<file path="config.mk">
export PLATFORM = sky130hd
export DESIGN_NAME = uart_tx
export DESIGN_NICKNAME = d
export VERILOG_FILES = /design/src/rtl/uart_tx.sv
export SDC_FILE = /design/constraint.sdc
export NUM_CORES = 1
export LEC_CHECK = 0
export ABC_AREA = 1
export CORE_ASPECT_RATIO = 1.4
export CORE_MARGIN = 3
export CORE_UTILIZATION = 32
export DETAILED_ROUTE_END_ITERATION = 16
export SKIP_LAST_GASP = 1
export SLEW_MARGIN = 40
export SYNTH_ARGS = -nofsm -noshare
export SYNTH_HDL_FRONTEND = slang
export SYNTH_SLANG_ARGS = --single-unit
</file>
<file path="constraint.sdc">
create_clock -name clk -period 2.2 [get_ports clk]
set_input_delay 0.44 -clock clk [delete_from_list [all_inputs] [get_ports clk]]
set_output_delay 0.44 -clock clk [all_outputs]
set_load 0.005 [all_outputs]
</file>
<file path="src/rtl/uart_tx.sv">
// UART transmitter: start bit, LSB-first data, optional odd parity, one or two stop bits.
// Bit timing is paced by an external oversample strobe; tx_pin is registered so it is glitch-free.
`timescale 1ns/1ps

module uart_tx #(
    parameter int DATA_BITS  = 8,
    parameter int OVS_FACTOR = 16
) (
    input  logic                 clk,
    input  logic                 reset_n,
    input  logic                 tick_16x,
    input  logic                 tx_valid,
    input  logic [DATA_BITS-1:0] tx_data,
    input  logic                 parity_enable,
    input  logic                 two_stop,
    output logic                 tx_ready,
    output logic                 tx_pin,
    output logic                 tx_busy,
    output logic                 tx_done
);

    localparam int OS_W  = (OVS_FACTOR > 1) ? $clog2(OVS_FACTOR) : 1;
    localparam int IDX_W = (DATA_BITS > 1) ? $clog2(DATA_BITS) : 1;
    localparam logic [OS_W-1:0]  OS_LAST  = OS_W'(OVS_FACTOR - 1);
    localparam logic [IDX_W-1:0] IDX_LAST = IDX_W'(DATA_BITS - 1);

    typedef enum logic [2:0] {
        IDLE,
        START,
        DATA,
        PARITY,
        STOP,
        DONE
    } state_t;

    state_t               state, state_nxt;
    logic [OS_W-1:0]      os_count, os_count_nxt;
    logic [IDX_W-1:0]     bit_index, bit_index_nxt;
    logic                 stop_second, stop_second_nxt;
    logic [DATA_BITS-1:0] data_q;
    logic                 parity_q;
    logic                 two_stop_q;
    logic                 armed;
    logic                 pin_nxt;
    logic                 accept;
    logic                 bit_end;

    assign accept   = tx_valid && tx_ready;
    assign bit_end  = tick_16x && (os_count == OS_LAST);
    // armed keeps tx_ready low until the first clock edge after reset release
    assign tx_ready = armed && (state == IDLE);
    assign tx_busy  = (state != IDLE);
    assign tx_done  = (state == DONE);

    always_comb begin
        // NOTE: every combinational output gets a default first so no path can infer a latch.
        state_nxt       = state;
        os_count_nxt    = os_count;
        bit_index_nxt   = bit_index;
        stop_second_nxt = stop_second;

        if (tick_16x && (state inside {START, DATA, PARITY, STOP}))
            os_count_nxt = os_count + 1'b1;

        unique case (state)
            IDLE: begin
                if (accept) begin
                    state_nxt       = START;
                    os_count_nxt    = '0;
                    bit_index_nxt   = '0;
                    stop_second_nxt = 1'b0;
                end
            end
            START: begin
                if (bit_end) begin
                    state_nxt     = DATA;
                    os_count_nxt  = '0;
                    bit_index_nxt = '0;
                end
            end
            DATA: begin
                if (bit_end) begin
                    os_count_nxt = '0;
                    if (bit_index == IDX_LAST) begin
                        bit_index_nxt = '0;
                        state_nxt     = parity_q ? PARITY : STOP;
                    end else begin
                        bit_index_nxt = bit_index + 1'b1;
                    end
                end
            end
            PARITY: begin
                if (bit_end) begin
                    state_nxt    = STOP;
                    os_count_nxt = '0;
                end
            end
            STOP: begin
                if (bit_end) begin
                    os_count_nxt = '0;
                    if (two_stop_q && !stop_second) begin
                        stop_second_nxt = 1'b1;
                    end else begin
                        stop_second_nxt = 1'b0;
                        state_nxt       = DONE;
                    end
                end
            end
            DONE:    state_nxt = IDLE;
            default: state_nxt = IDLE;
        endcase
    end

    // Line level is derived from the next state so the registered pin moves with the state.
    always_comb begin
        pin_nxt = 1'b1;
        case (state_nxt)
            START:   pin_nxt = 1'b0;
            DATA:    pin_nxt = data_q[bit_index_nxt];
            PARITY:  pin_nxt = ~^data_q;
            default: pin_nxt = 1'b1;
        endcase
    end

    always_ff @(posedge clk or negedge reset_n) begin
        if (!reset_n) begin
            state       <= IDLE;
            os_count    <= '0;
            bit_index   <= '0;
            stop_second <= 1'b0;
            tx_pin      <= 1'b1;
            armed       <= 1'b0;
        end else begin
            // NOTE: sequential state uses non-blocking assignments so all flops sample the same pre-edge values.
            state       <= state_nxt;
            os_count    <= os_count_nxt;
            bit_index   <= bit_index_nxt;
            stop_second <= stop_second_nxt;
            tx_pin      <= pin_nxt;
            armed       <= 1'b1;
        end
    end

    always_ff @(posedge clk or negedge reset_n) begin
        if (!reset_n) begin
            data_q     <= '0;
            parity_q   <= 1'b0;
            two_stop_q <= 1'b0;
        end else if (accept) begin
            data_q     <= tx_data;
            parity_q   <= parity_enable;
            two_stop_q <= two_stop;
        end
    end

endmodule

</file>
; ---- Yosys cells after proc, flatten, opt, wreduce, memory -nomap -nowiden
; Index checks and enable logic that the tools add are counted.
[op_classes]
n_eq_ne = 12
addsub = 2
n_reduce_logical = 13
magnitude_cmp = 1
n_mux = 25
[op_table]
columns = cell, count
row1 = $mux 3, 12
row2 = $pmux 3 s5, 1
row3 = $eq 3x2->1 const B, 4
row4 = $mux 4, 3
row5 = $eq 3x3->1 const B, 3
row6 = $pmux 3 s3, 1
row7 = $pmux 4 s2, 1
row8 = $reduce_xnor 8->1, 1
row9 = $eq 3x1->1 const B, 2
row10 = $logic_and 1x1->1, 5
row11 = $add 4x1->4 const B, 1
row12 = $eq 4x4->1 const B, 1
row13 = $lt 3x4->1 const B, 1
row14 = $mux 1, 4
row15 = $ne 2x2->1 const B, 2
row16 = $reduce_bool 4->1, 1
row17 = $reduce_or 4->1, 1
row18 = $add 3x1->3 const B, 1
row19 = $bmux 1 s3, 1
row20 = $logic_not 3->1, 1
row21 = $pmux 1 s3, 1
row22 = $reduce_and 3->1, 1
row23 = $reduce_bool 3->1, 1
row24 = $pmux 1 s2, 1
row25 = other kinds (2), 2
[word_totals]
inputBits = 14
out_inout_bits = 4
word_cells = 62
register_bits = 23

; ---- Depth between registers and ports, before layout
; Gate-level depths: netlist of run 1.
[depth]
word_depth = 8
depth_mapped = 14
depth_no_buf = 14

; ---- Worst setup path before layout of run 1
; Ideal clock, no wire load.
[synth_timing]
kind = reg2reg
from = reg bit_index[0]
to = reg tx_pin
setup_ns = 0.064
arrival_ns = 1.495
required_time_ns = 2.136
path_stages_with_launch = 14
synth_period_minus_slack_ns = 1.559
n_path_buf = 0
setup_slack_ns = 0.641
path_cell_list = dfrtp_1 -> ha_1 -> ha_1 -> nor2_1 -> nand3_1 -> nand2_1 -> inv_2 -> nand2_4 -> nand2_1 -> nand3_1 -> nand2_1 -> nand2_1 -> nand3_1 -> nand3_1
[synth_via]
elab_chain_cells = 7
word_cells_on_any_way = 16
cone_classes = add/sub: 1 / eq/ne: 4 / mux: 11
[synth_lines]
columns = item, line
row1 = from (decl), 38  ; logic [IDX_W-1:0] bit_index, bit_index_nxt;
row2 = from (signal assigned), 137  ; bit_index <= bit_index_nxt;
row3 = $add 3x1->3 / $eq 3x3->1 (equally long branches), "88, 84"
row4 = $mux 3, 84  ; if (bit_index == IDX_LAST) begin
row5 = $mux 3, 82  ; if (bit_end) begin
row6 = $pmux 3 s3 (*), 65  ; unique case (state)
row7 = named net bit_index_nxt[0], 38
row8 = $bmux 1 s3 (*), 119  ; DATA: pin_nxt = data_q[bit_index_nxt];
row9 = $mux 1 (not written as such) (*), 119
row10 = $pmux 1 s3 (*), 117  ; case (state_nxt)
row11 = named net pin_nxt, 44  ; logic pin_nxt;
row12 = to (signal assigned), 139  ; tx_pin <= pin_nxt;
row13 = to (decl), 17  ; output logic tx_pin,
; The timed path passes the listed nets; every way through them passes the cells marked *. The select of a mux whose other input is x is not followed.
; A chain may end at the register's enable or synchronous reset.

; ---- Final worst setup path of run 1
[layout_timing]
from = reg state[0]
to = out tx_ready
[layout_via]
elab_chain_cells = 2
[layout_lines]
columns = item, line
row1 = from (decl), 36  ; state_t state, state_nxt;
row2 = from (signal assigned), 135  ; state <= state_nxt;
row3 = $logic_not 3->1, 51  ; assign tx_ready = armed && (state == IDLE);
row4 = $logic_and 1x1->1, 51
row5 = to (decl), 16  ; output logic tx_ready,
; No other way between the ends.

==> results.sh, run 1 <==
export IMPL_synth_warning_count=0
export IMPL_r2r_setup_slack_ns=0.45
export IMPL_syn_area_mm2=0.00143
export IMPL_gp_congestion=0.827
export IMPL_fmax_ghz=0.479
export IMPL_cts_htree_levels=1
export IMPL_maxSlewViolCount=0
export IMPL_finalHoldViolCount=0
export IMPL_cp_start_kind="flop"
export IMPL_dp_final_hpwl_mm=2.23
export IMPL_status="finished, final reports clean"
export IMPL_synth_avg_cell_area_um2=7.72
export IMPL_r2r_start="bit_index[0]$_DFF_PN0_"
export IMPL_cp_slowest_cell="clkdlybuf4s50_1"
export IMPL_slowest_delay_ns=0.50
export IMPL_root_buffer="clkbuf_8"
export IMPL_fill_cells=455
export IMPL_drtPass1Iterations=4
export IMPL_ir_drop_uv=492
export IMPL_num_rows=28
export IMPL_hold_buffers=0
export IMPL_synth_cell_types=28
export IMPL_numCtsBuffers=3
export IMPL_cp_max_fo=5
export IMPL_dp_slack_ns=0.0781
export IMPL_timing_hold_ws_ns=0.510
export IMPL_route_detailed_drc=0
export IMPL_die_y_um=85.0
export IMPL_worstRegToRegCells=13
export IMPL_wl_mm=2.82
export IMPL_post_route_period_util=0.949
export IMPL_die_width_um=62.5
export IMPL_cts_sinks=23
export IMPL_grt_max_degree=24
export IMPL_finalSetupViolations=0
export IMPL_dieArea_mm2=0.00531
export IMPL_clk_pin_slew_ns=0.08
export IMPL_cap_violations=0
export IMPL_power_density_mw_per_mm2=1230
export IMPL_finalClockSkew_ns=0.00339
export IMPL_drive_above_1_share=0.181
export IMPL_path_cells="inv_2, nand2_4, nor2_4, inv_1, nor2_1, clkdlybuf4s50_1"
export IMPL_period_needed_ns=2.09
export IMPL_hp_class="flop to flop"
export IMPL_areaGrowthSynthToFinish_pct=23.6
export IMPL_drt_iter0_markers=39
export IMPL_clk_latency_ns=0.26
export IMPL_grt_pass1_wl_mm=5.02
export IMPL_grt_antenna_before_repair=0
export IMPL_crit_required_ns=1.76
export IMPL_start_util=0.334
export IMPL_critPathKind="flop to output port"
export IMPL_synth_nets=203
export IMPL_synth_seq_cells=23
export IMPL_cts_tree="built"
export IMPL_clockBufferDepth=2
export IMPL_antenna_left=0
export IMPL_mostFrequentLayoutCells="nand2_1, dfrtp_1, nor2_1, clkdlybuf4s50_1, inv_1"
export IMPL_worstHoldStart="stop_second$_DFFE_PN0P_"
export IMPL_track_usage=0.116
export IMPL_synth_seq_area_share=0.404
export IMPL_syn_inst=185
export IMPL_mostFrequentLayoutCell="nand2_1"
export IMPL_r2r_end="tx_pin$_DFF_PN1_"
export IMPL_vias=1177
export IMPL_p_leak_nw=0.870
export IMPL_wire_per_inst_um=10.4
export IMPL_port_buffers=17
export IMPL_whs_endpoint="stop_second$_DFFE_PN0P_"
export IMPL_io_pin_count=18
export IMPL_core_area_mm2=0.00427
export IMPL_rsz0062_at_grt="true"
export IMPL_first_global_vias=1190
export IMPL_n_antenna_cell=0
export IMPL_holdPathStages=2
export IMPL_avgViaCountPerCell=4.36
export IMPL_setup_slack_ns=0.112
export IMPL_worstSetupEndpointType="output port"
export IMPL_grt_overflow=0
export IMPL_fin_nets=229
export IMPL_crit_arrival_ns=1.65
## critical path: cells and delay by family (launching register included)
family | cells | cell delay, ns
DFF | 1 | 0.42
and+or+nand+nor | 3 | 0.27
buffers and inverters | 3 | 0.69
## worst max path at each step
stage                     slack (ns)              startpoint  cells past startpoint               end
after global routing           -0.02      state[0]$_DFF_PN0_                      6          tx_ready
final                           0.11      state[0]$_DFF_PN0_                      6          tx_ready
after floorplan                 0.64  bit_index[0]$_DFF_PN0_                     13  tx_pin$_DFF_PN1_
after CTS                      0.005      state[1]$_DFF_PN0_                      6          tx_ready
after detailed placement        0.08                tick_16x                     12  tx_pin$_DFF_PN1_
after global placement          0.08                tick_16x                     12  tx_pin$_DFF_PN1_
## through the flow
stage	utilization	setup TNS [ns]	std cells	instance area [µm²]	power, mW
6_report	0.413	0	270	1760	2.16
5_1_grt	0.413	-0.0199	270	1760	2.40
4_1_cts	0.405	0	267	1730	2.15
3_5_place_dp	0.394	0	263	1690	1.87
3_3_place_gp	0.394	0	263	1690	1.86
2_1_floorplan	-	0	185	1430	1.61
## cell usage after synthesis (all sizes together)
cell type,n,share of area
o211ai,1,0.0053
dfrtp,22,0.39
o2111ai,1,0.0061
nor2,23,0.076
nand2,63,0.19
a21oi,2,0.0070
inv,21,0.055
a32oi,1,0.0061
nor3,2,0.0070
a31oi,1,0.0044
nand3,19,0.084
a32o,1,0.0070
xnor2,6,0.037
or2,1,0.0044
conb,1,0.0026
dfstp,1,0.018
ha,4,0.035
nand4,3,0.013
xor2,2,0.012
o21ai,8,0.036
buf,2,0.0070
## layout make-up
cell class | instances | area [µm²] | share of cell area
multi-input combinational | 139 | 767 | 0.435
sequential | 23 | 579 | 0.328
clock buffer | 3 | 41.3 | 0.0234
clock inverter | 1 | 5.00 | 0.00284
tap | 60 | 75.1 | 0.0426
timing repair buffer | 23 | 215 | 0.122
inverter | 21 | 81.3 | 0.0461
## cells by family (layout without fill, tap and decap cells)
group	count (synthesis)	count (layout)	share of synthesized area
AOI/OAI and AO/OA	15	15	0.0719
xor gates and xnor gates	8	8	0.0491
adders and majority gates	4	4	0.0351
buffers and inverters	23	48	0.0622
DFF	23	23	0.404
other	1	1	0.00263
and+or+nand+nor	111	111	0.375
## registers in the layout, indices dropped and copies added (netlist names)
register and cells:
armed 1, bit_index 3, data_q 8, os_count 4
parity_q 1, state 3, stop_second 1, two_stop_q 1
tx_pin 1
## layer usage
metal	wire (µm)	vias up	track usage
met4	73	0	0.0602
met5	0	-	0
li1	-	636	-
met3	77	8	0.0185
met2	1350	19	0.200
met1	1320	514	0.140
## where the power goes
part	switching, mW	total [mW]	internal, mW
clock network	0.135	0.261	0.126
logic	0.619	1.12	0.504
registers	0.169	0.779	0.610
## repair_timing
| action | in CTS | in global routing |
|---|---|---|
| setup buffers | 0 | 3 |
| resized for setup | 0 | 4 |
| setup endpoints to repair | 0 | 1 |
(Power assumes the default switching activity.)
==> run 2, diff against run 1 <==
--- a/config.mk
+++ b/config.mk
@@ -10,7 +10,6 @@
 export CORE_MARGIN = 3
 export CORE_UTILIZATION = 32
 export DETAILED_ROUTE_END_ITERATION = 16
-export SKIP_LAST_GASP = 1
 export SLEW_MARGIN = 40
 export SYNTH_ARGS = -nofsm -noshare
 export SYNTH_HDL_FRONTEND = slang
==> run 2 against run 1 <==
Total power is essentially flat. Non-clock buffer count is the same. Clock power is essentially flat. Sequential cell count is the same. Setup slack gained 0.14 ns. Critical path type unchanged. Largest cell class unchanged. Highest routed layer unchanged.
==> results.sh, run 2 (synthesis gave the netlist of run 1 again) <==
export IMPL_maxSlewViolCount=0
export IMPL_core_area_mm2=0.00427
export IMPL_start_util=0.334
export IMPL_finalClockSkew_ns=0.00339
export IMPL_path_cells="inv_2, nor3_1, clkdlybuf4s50_1"
export IMPL_crit_arrival_ns=1.51
export IMPL_cts_tree="built"
export IMPL_wire_per_inst_um=10.4
export IMPL_p_leak_nw=0.887
export IMPL_cp_start_kind="flop"
export IMPL_design_area_mm2=0.00177
export IMPL_busiest_layer="met2"
export IMPL_ir_drop_uv=492
export IMPL_io_pin_count=18
export IMPL_finalHoldViolCount=0
export IMPL_placed_area_mm2=0.00169
export IMPL_mostFrequentLayoutCells="nand2_1, dfrtp_1, nor2_1, inv_1, clkdlybuf4s50_1"
export IMPL_num_rows=28
export IMPL_mostFrequentLayoutCell="nand2_1"
export IMPL_cts_sinks=23
export IMPL_crit_required_ns=1.76
export IMPL_drt_iter0_markers=39
export IMPL_grt_pass1_wl_mm=5.02
export IMPL_cp_max_fo=7
export IMPL_grt_max_degree=24
export IMPL_fin_nets=229
export IMPL_die_width_um=62.5
export IMPL_clk_latency_ns=0.26
export IMPL_reg_top3="data_q x8, os_count x4"
export IMPL_hp_class="flop to flop"
export IMPL_cp_slowest_cell="clkdlybuf4s50_1"
export IMPL_largest_reg_flops=8
export IMPL_rsz0062_at_grt="false"
export IMPL_holdPathStages=2
export IMPL_worstSetupEndpointType="output port"
export IMPL_grt_antenna_before_repair=0
export IMPL_root_buffer="clkbuf_8"
export IMPL_gp_congestion=0.827
export IMPL_status="finished, final reports clean"
export IMPL_first_global_vias=1190
export IMPL_finalSetupViolations=0
export IMPL_grt_overflow=0
export IMPL_cts_htree_levels=1
export IMPL_clockBufferDepth=2
export IMPL_fmax_ghz=0.513
export IMPL_grt_use_met3=0.0185
export IMPL_drive_above_1_share=0.181
export IMPL_regMostFlops="data_q"
export IMPL_use_met2=0.200
export IMPL_areaGrowthSynthToFinish_pct=23.8
export IMPL_die_y_um=85.0
export IMPL_cap_violations=0
export IMPL_numCtsBuffers=3
export IMPL_drtPass1Iterations=4
export IMPL_post_route_period_util=0.886
export IMPL_vias=1177
export IMPL_n_antenna_cell=0
export IMPL_worstRegToRegCells=13
export IMPL_setup_tns_ns=0
export IMPL_critPathKind="flop to output port"
export IMPL_track_usage=0.116
export IMPL_port_buffers=17
export IMPL_antenna_left=0
export IMPL_use_met1=0.140
export IMPL_slowest_delay_ns=0.53
export IMPL_dieArea_mm2=0.00531
export IMPL_avgViaCountPerCell=4.36
export IMPL_utilization=0.413
export IMPL_wl_mm=2.82
export IMPL_clk_pin_slew_ns=0.08
export IMPL_total_power_mw=2.16
export IMPL_route_detailed_drc=0
export IMPL_dp_final_hpwl_mm=2.23
export IMPL_period_needed_ns=1.95
export IMPL_power_density_mw_per_mm2=1220
[run 2: changes by cell type in the layout (fill, tap and decap cells not counted), sizes merged]
cell,change
clkdlybuf4s50,-1
dlymetal6s2s,+1
[run 2: area by class of cell]
type	count	area [µm²]
clock inverters	1	5.00
fillers	454	2510
inverters	21	81.3
flip-flops and latches	23	579
repair buffers	23	218
multi-input cells	139	767
clock buffers	3	41.3
well taps	60	75.1
[run 2: worst max-delay path, delay by kind of cell, from the launching register on]
family,cells,cell delay [ns]
buf+inv,2,0.63
flops,1,0.44
simple gates,1,0.17
[run 2: power breakdown]
group          internal [mW]  switching (mW)  leakage, nW
sequential             0.610           0.169        0.285
combinational          0.503           0.619        0.577
clock                  0.126           0.135       0.0255
[run 2: final timing paths]
| path | from | endpoint | slack, ns |
|---|---|---|---|
| worst max-delay path | state[2]$_DFF_PN0_ | tx_done | 0.25 |
| worst min-delay path | stop_second$_DFFE_PN0P_ | stop_second$_DFFE_PN0P_ | 0.51 |
| worst max register to register | bit_index[0]$_DFF_PN0_ | tx_pin$_DFF_PN1_ | 0.45 |
| worst min register to register | stop_second$_DFFE_PN0P_ | stop_second$_DFFE_PN0P_ | 0.51 |
| max in group asynchronous | reset_n | tx_pin$_DFF_PN1_ | 1.39 |
| min in group asynchronous | reset_n | os_count[0]$_DFF_PN0_ | 0.53 |
[run 2: routing by layer]
| metal | up-vias | share of wire |
|---|---|---|
| met2 | 19 | 0.48 |
| met3 | 8 | 0.028 |
| met1 | 514 | 0.47 |
| li1 | 636 | - |
| met4 | 0 | 0.026 |
| met5 | - | 0 |
[run 2: what timing repair did]
| action | 4_1_cts | 5_1_grt |
|---|---|---|
| setup buffers | 0 | 3 |
| resized for setup | 0 | 5 |
| hold buffers | 0 | 0 |
| endpoints found under the setup margin | 0 | 1 |
[run 2: through the flow]
step / hold slack [ns] / cells / setup slack [ns]
floorplan: 0.144 / 185 / 0.641
global placement: 0.500 / 263 / 0.0764
detailed placement: 0.498 / 263 / 0.0781
CTS: 0.518 / 267 / 0.00518
global route: 0.538 / 270 / 0.0869
finish: 0.510 / 270 / 0.252
==> patch 1: new RTL, settings of run 2 <==
Change the parameter `DATA_BITS` from 8 to 4.
--- a/src/rtl/uart_tx.sv
+++ b/src/rtl/uart_tx.sv
@@ -3,7 +3,7 @@
 `timescale 1ns/1ps
 
 module uart_tx #(
-    parameter int DATA_BITS  = 8,
+    parameter int DATA_BITS  = 4,
     parameter int OVS_FACTOR = 16
 ) (
     input  logic                 clk,
Ports: changed (resized tx_data); port bits go from 18 to 14. The function was not compared with the original's and may differ.
==> patch 1 against run 2 <==
Total power down 31%. Non-clock buffer count decreased by 7. Hold slack worse by 6.1 ps. Combinational power decreased by 37%. Largest power group unchanged. Sequential share of layout area rose by 1.1 points. Design area decreased by 24%. Global-route usage is 0.88 points higher. Sequential power down 30%. Sequential cell count shrank 5. Clock skew is 1.7 ps lower. Synthesized cell count down 21%. Wire length shrank 13%. Area after synthesis fell by 23%. Worst setup slack got worse by 38 ps.
==> patch 1: results (changes against run 2) <==
{| class="wikitable"
! Metric !! Value
|-
| Final weighted congestion in routability-driven placement || 0.858 (+3.7%)
|-
| Switching power summed over all nets || 597 µW (-35%)
|-
| Leading registers by flop count || data_q: 4 flops, os_count: 4 flops, state: 3 flops
|-
| 1st-pass router iterations || 4 (unchanged)
|-
| Share of layout cells above drive strength 1 || 0.171 (-0.0102)
|-
| Number of design-rule violations left by the first detailed-router iteration || 37 (-5.1%)
|-
| Routed WL || 2440 µm (-13%)
|-
| Detailed placement HPWL || 1880 µm (-16%)
|-
| Leading cell types by total area after synthesis || dfrtp_1 (39%), nand2_1 (8.5%), nor2_1 (7.5%), inv_1 (6.1%), nand3_1 (5.0%)
|-
| Hold path start || parity_q
|-
| Cell types with the highest counts after synthesis || nand2_1 (25), nor2_1 (22), inv_1 (18)
|-
| Mapped Nets || 158 (-22%)
|-
| Seq pwr share || 0.367 (+0.007)
|-
| Count of distinct cell types in the synthesized netlist || 27 (-3.6%)
|-
| Critical Path Source || state[1]
|-
| Fraction of power spent switching nets || 0.402 (-0.0248)
|-
| Fill cell instance count of the final layout || 323 (-29%)
|-
| Setup clock skew after layout || 1.65 ps (-1.74 ps)
|-
| Worst reg2reg startpoint || os_count[1]
|-
| Critical path fanouts, max || 5 (-2)
|-
| Final #Nets || 177 (-23%)
|-
| Largest net degree at the start of global routing || 19 (-21%)
|-
| Global-route wire length before repair || 3980 µm (-21%)
|-
| Peak VDD IR || 567 µV (+15%)
|-
| Post-DR vias/cell || 4.84 (+11%)
|-
| Worst Path Arrival || 1550 ps (+40 ps)
|-
| Result of the run || complete, no violations
|-
| Quantity of I/O buffers inserted on ports || 13 (-4)
|-
| Vias in the first global route || 911 (-23%)
|-
| Part of the Yosys area used for sequential elements || 0.409 (+0.00480)
|-
| GRT Util Overall || 0.125 (+0.00875)
|}
-- patch 1: cell type report --
type,count,area [µm²],area share
Tap cell,39,48.8,0.0364
Timing Repair Buffer,16,155,0.116
Clock buffer,4,45.0,0.0336
Multi-Input combinational cell,101,543,0.405
Sequential cell,18,454,0.339
Inverter,25,93.8,0.0700
-- patch 1: per-stage QoR --
stage,utilization,setup WS (ps),instances,hold WS [ps],area (µm²)
floorplan,-,732,146,144,1100
global placement,0.397,293,197,492,1270
detailed placement,0.397,242,197,497,1270
CTS,0.411,18.9,201,514,1320
global route,0.417,137,203,533,1340
finish,0.417,213,203,504,1340
-- patch 1: timing repair --
item	4_1_cts	5_1_grt
endpoints found under the setup margin	0	1
hold endpoints to repair	0	0
gates resized for setup	0	3
buffers inserted	0	2
-- patch 1: metal layers --
layer,track usage,routed length (µm),vias up,part of all wire
met4,0.103,106,0,0.043
li1,-,-,491,-
met3,0.0220,87,9,0.036
met1,0.129,994,457,0.41
met2,0.225,1250,25,0.51
met5,0,0,-,0
-- patch 1: cell families after synthesis --
group,count (synthesis),share of synthesized area
xor+xnor,5,0.0396
fa+ha+maj,2,0.0226
flops,18,0.409
buf+inv,27,0.0996
mux,1,0.0102
compound gates,19,0.0985
simple gates,73,0.317
other cells,1,0.00339
-- patch 1: worst min path at each step --
stage / to / cells past startpoint
2_1_floorplan: armed / 0
3_3_place_gp: parity_q / 1
3_5_place_dp: parity_q / 1
4_1_cts: parity_q / 1
5_1_grt: data_q[2] / 2
6_report: parity_q / 1
-- patch 1: worst max-delay path, delay by kind of cell, from the launching register on --
kind / cells / cell delay [ps]
simple gates: 1 / 170
buf+inv: 2 / 690
flops: 1 / 430
==> patch 2: new RTL, config.mk and constraints of run 2 <==
Made on the original files. Make the reset (`reset_n`) synchronous in 2 clocked blocks.
--- a/src/rtl/uart_tx.sv
+++ b/src/rtl/uart_tx.sv
@@ -122,7 +122,7 @@
         endcase
     end
 
-    always_ff @(posedge clk or negedge reset_n) begin
+    always_ff @(posedge clk) begin
         if (!reset_n) begin
             state       <= IDLE;
             os_count    <= '0;
@@ -141,7 +141,7 @@
         end
     end
 
-    always_ff @(posedge clk or negedge reset_n) begin
+    always_ff @(posedge clk) begin
         if (!reset_n) begin
             data_q     <= '0;
             parity_q   <= 1'b0;
Function: differs if reset_n is asserted again (counterexample within 4 cycles, from zero or initial values and one cycle with reset_n low); with reset_n held inactive, the same outputs for 10 cycles.
==> patch 2 against run 2 <==
Utilization fell by 0.56 points. Wire length rose by 4.4%. Synthesized cell count rose by 7.0%. Fmax fell by 4.6%. Area after synthesis fell by 3.2%. Design area fell by 6.4%. Sequential cell count did not move. Worst setup slack got worse by 95 ps. Critical endpoint is now tx_ready.
Power is not compared: it rests on default switching activity, and its combinational part moved more than twofold at a synthesized area within 25%.
==> patch 2: results (changes against run 2) <==
{| class="wikitable"
! Metric !! Value
|-
| Result of the run || complete, no violations
|-
| Static Leak || roughly 0.00073 µW
|-
| Post-DR vias/cell || 4.84 (+11%)
|-
| Number of buffers added by the clock tree synthesis step || 3 (unchanged)
|-
| Setup clock skew after layout || 6.83 ps (+3.44 ps)
|-
| Share of flip-flops with an asynchronous set or reset || 0 (-1.00)
|-
| Average routed wire per standard cell || 11.2 µm (+7.6%)
|-
| Critical path fanouts, max || 6 (-1)
|-
| GRT Util Overall || 0.126 (+0.00958)
|-
| Vias in the first global route || 1183 (-0.59%)
|-
| Least-Margin Pin Slew || ~360 ps
|-
| Setup Slack @ Placement || 73.5 ps (-4.53 ps)
|-
| Global-route wire length before repair || 5060 µm (+0.82%)
|-
| Number of design-rule violations left by the first detailed-router iteration || 40 (+2.6%)
|-
| Final #Nets || 238 (+3.9%)
|-
| Mapped Nets || 216 (+6.4%)
|-
| Share of layout cells above drive strength 1 || 0.142 (-0.0394)
|-
| Leading cell types by total area after synthesis || dfxtp_1 (33%), nand2_1 (8.2%), inv_1 (7.6%), a21oi_1 (6.2%), nand3_1 (6.2%)
|-
| Leading registers by flop count || data_q: 8 flops, os_count: 4 flops
|-
| Clock input transition at the sequential cells of the worst setup and hold paths || roughly 90 ps
|-
| Initial antenna violation count || 0 (unchanged)
|-
| Fill cell instance count of the final layout || 446 (-1.8%)
|-
| YS warnings || 0 (unchanged)
|-
| Worst Path Arrival || 1600 ps (+90 ps)
|-
| Clock insertion delay at the later pin of the skew report || about 270 ps
|-
| Mapped Avg Cell Area || 6.98 µm² (-9.6%)
|-
| Peak VDD IR || about 320 µV
|-
| Number of setup buffers added after CTS || 0 (unchanged)
|-
| Placed Area || 0.00161 mm² (-4.6%)
|-
| Root buf cell || clkbuf_8
|-
| Final antenna diode count || 0 (unchanged)
|-
| Detailed placement HPWL || 2380 µm (+6.7%)
|-
| Largest net degree at the start of global routing || 20 (-17%)
|-
| 1st-pass router iterations || 4 (unchanged)
|-
| Deepest level of the CTS H-tree || 1 (unchanged)
|-
| Final Non-Filler Cells || 262 (-3.0%)
|-
| Final weighted congestion in routability-driven placement || 0.986 (+19%)
|-
| Predominant post-synthesis flop cell || dfxtp_1
|-
| Count of distinct cell types in the synthesized netlist || 26 (-7.1%)
|-
| Part of the Yosys area used for sequential elements || 0.333 (-0.0707)
|-
| Cell types with the highest counts after synthesis || nand2_1 (30), inv_1 (28), dfxtp_1 (23)
|-
| CTS-repair resized insts || 0 (unchanged)
|}
-- patch 2: per-stage QoR --
step / util / total power (µW)
global route: 0.408 / 912
floorplan: - / 551
detailed placement: 0.397 / 608
finish: 0.408 / 865
global placement: 0.397 / 607
CTS: 0.408 / 877
-- patch 2: path summary, 6_finish.rpt --
path | end | cells after the start | from | slack (ps)
worst max-delay path | tx_ready | 4 | state[0] | 160
worst min-delay path | two_stop_q | 2 | two_stop_q | 460
worst max register to register | tx_pin | 11 | bit_index[0] | 410
worst min register to register | two_stop_q | 2 | two_stop_q | 460
-- patch 2: logic make-up (layout without fill, tap and decap cells) --
| family | after synthesis | count (layout) | synth area share |
|---|---|---|---|
| XOR/XNOR | 10 | 10 | 0.0634 |
| buffers and inverters | 36 | 57 | 0.104 |
| AO/OA/AOI/OAI | 36 | 36 | 0.149 |
| adder cells (fa/ha/maj) | 4 | 4 | 0.0362 |
| AND/OR/NAND/NOR | 89 | 89 | 0.313 |
| flip-flops | 23 | 23 | 0.333 |
-- patch 2: cell type report --
cell class / count / area share
Multi-Input combinational cell: 139 / 0.470
Sequential cell: 23 / 0.279
Timing Repair Buffer: 20 / 0.117
Inverter: 33 / 0.0749
Tap cell: 43 / 0.0326
Clock buffer: 4 / 0.0273
-- patch 2: layer usage --
metal	track usage	routed length (µm)	part of all wire	up-vias
li1	-	-	-	672
met1	0.148	1220	0.42	553
met4	0.0579	72	0.024	0
met5	0	0	0	-
met3	0.0186	136	0.046	8
met2	0.214	1510	0.51	35
-- patch 2: critical path: stages (launching register included) --
cell and delay [ps]:
dfxtp_1 390, nor2_2 160, nand2_2 90, nor2_1 170, clkdlybuf4s50_1 530
-- patch 2: where the power goes --
part           leakage, µW  switching (µW)  internal (µW)
combinational     0.000517            75.5           74.2
sequential        0.000188            12.4            434
clock            0.0000228             140            129
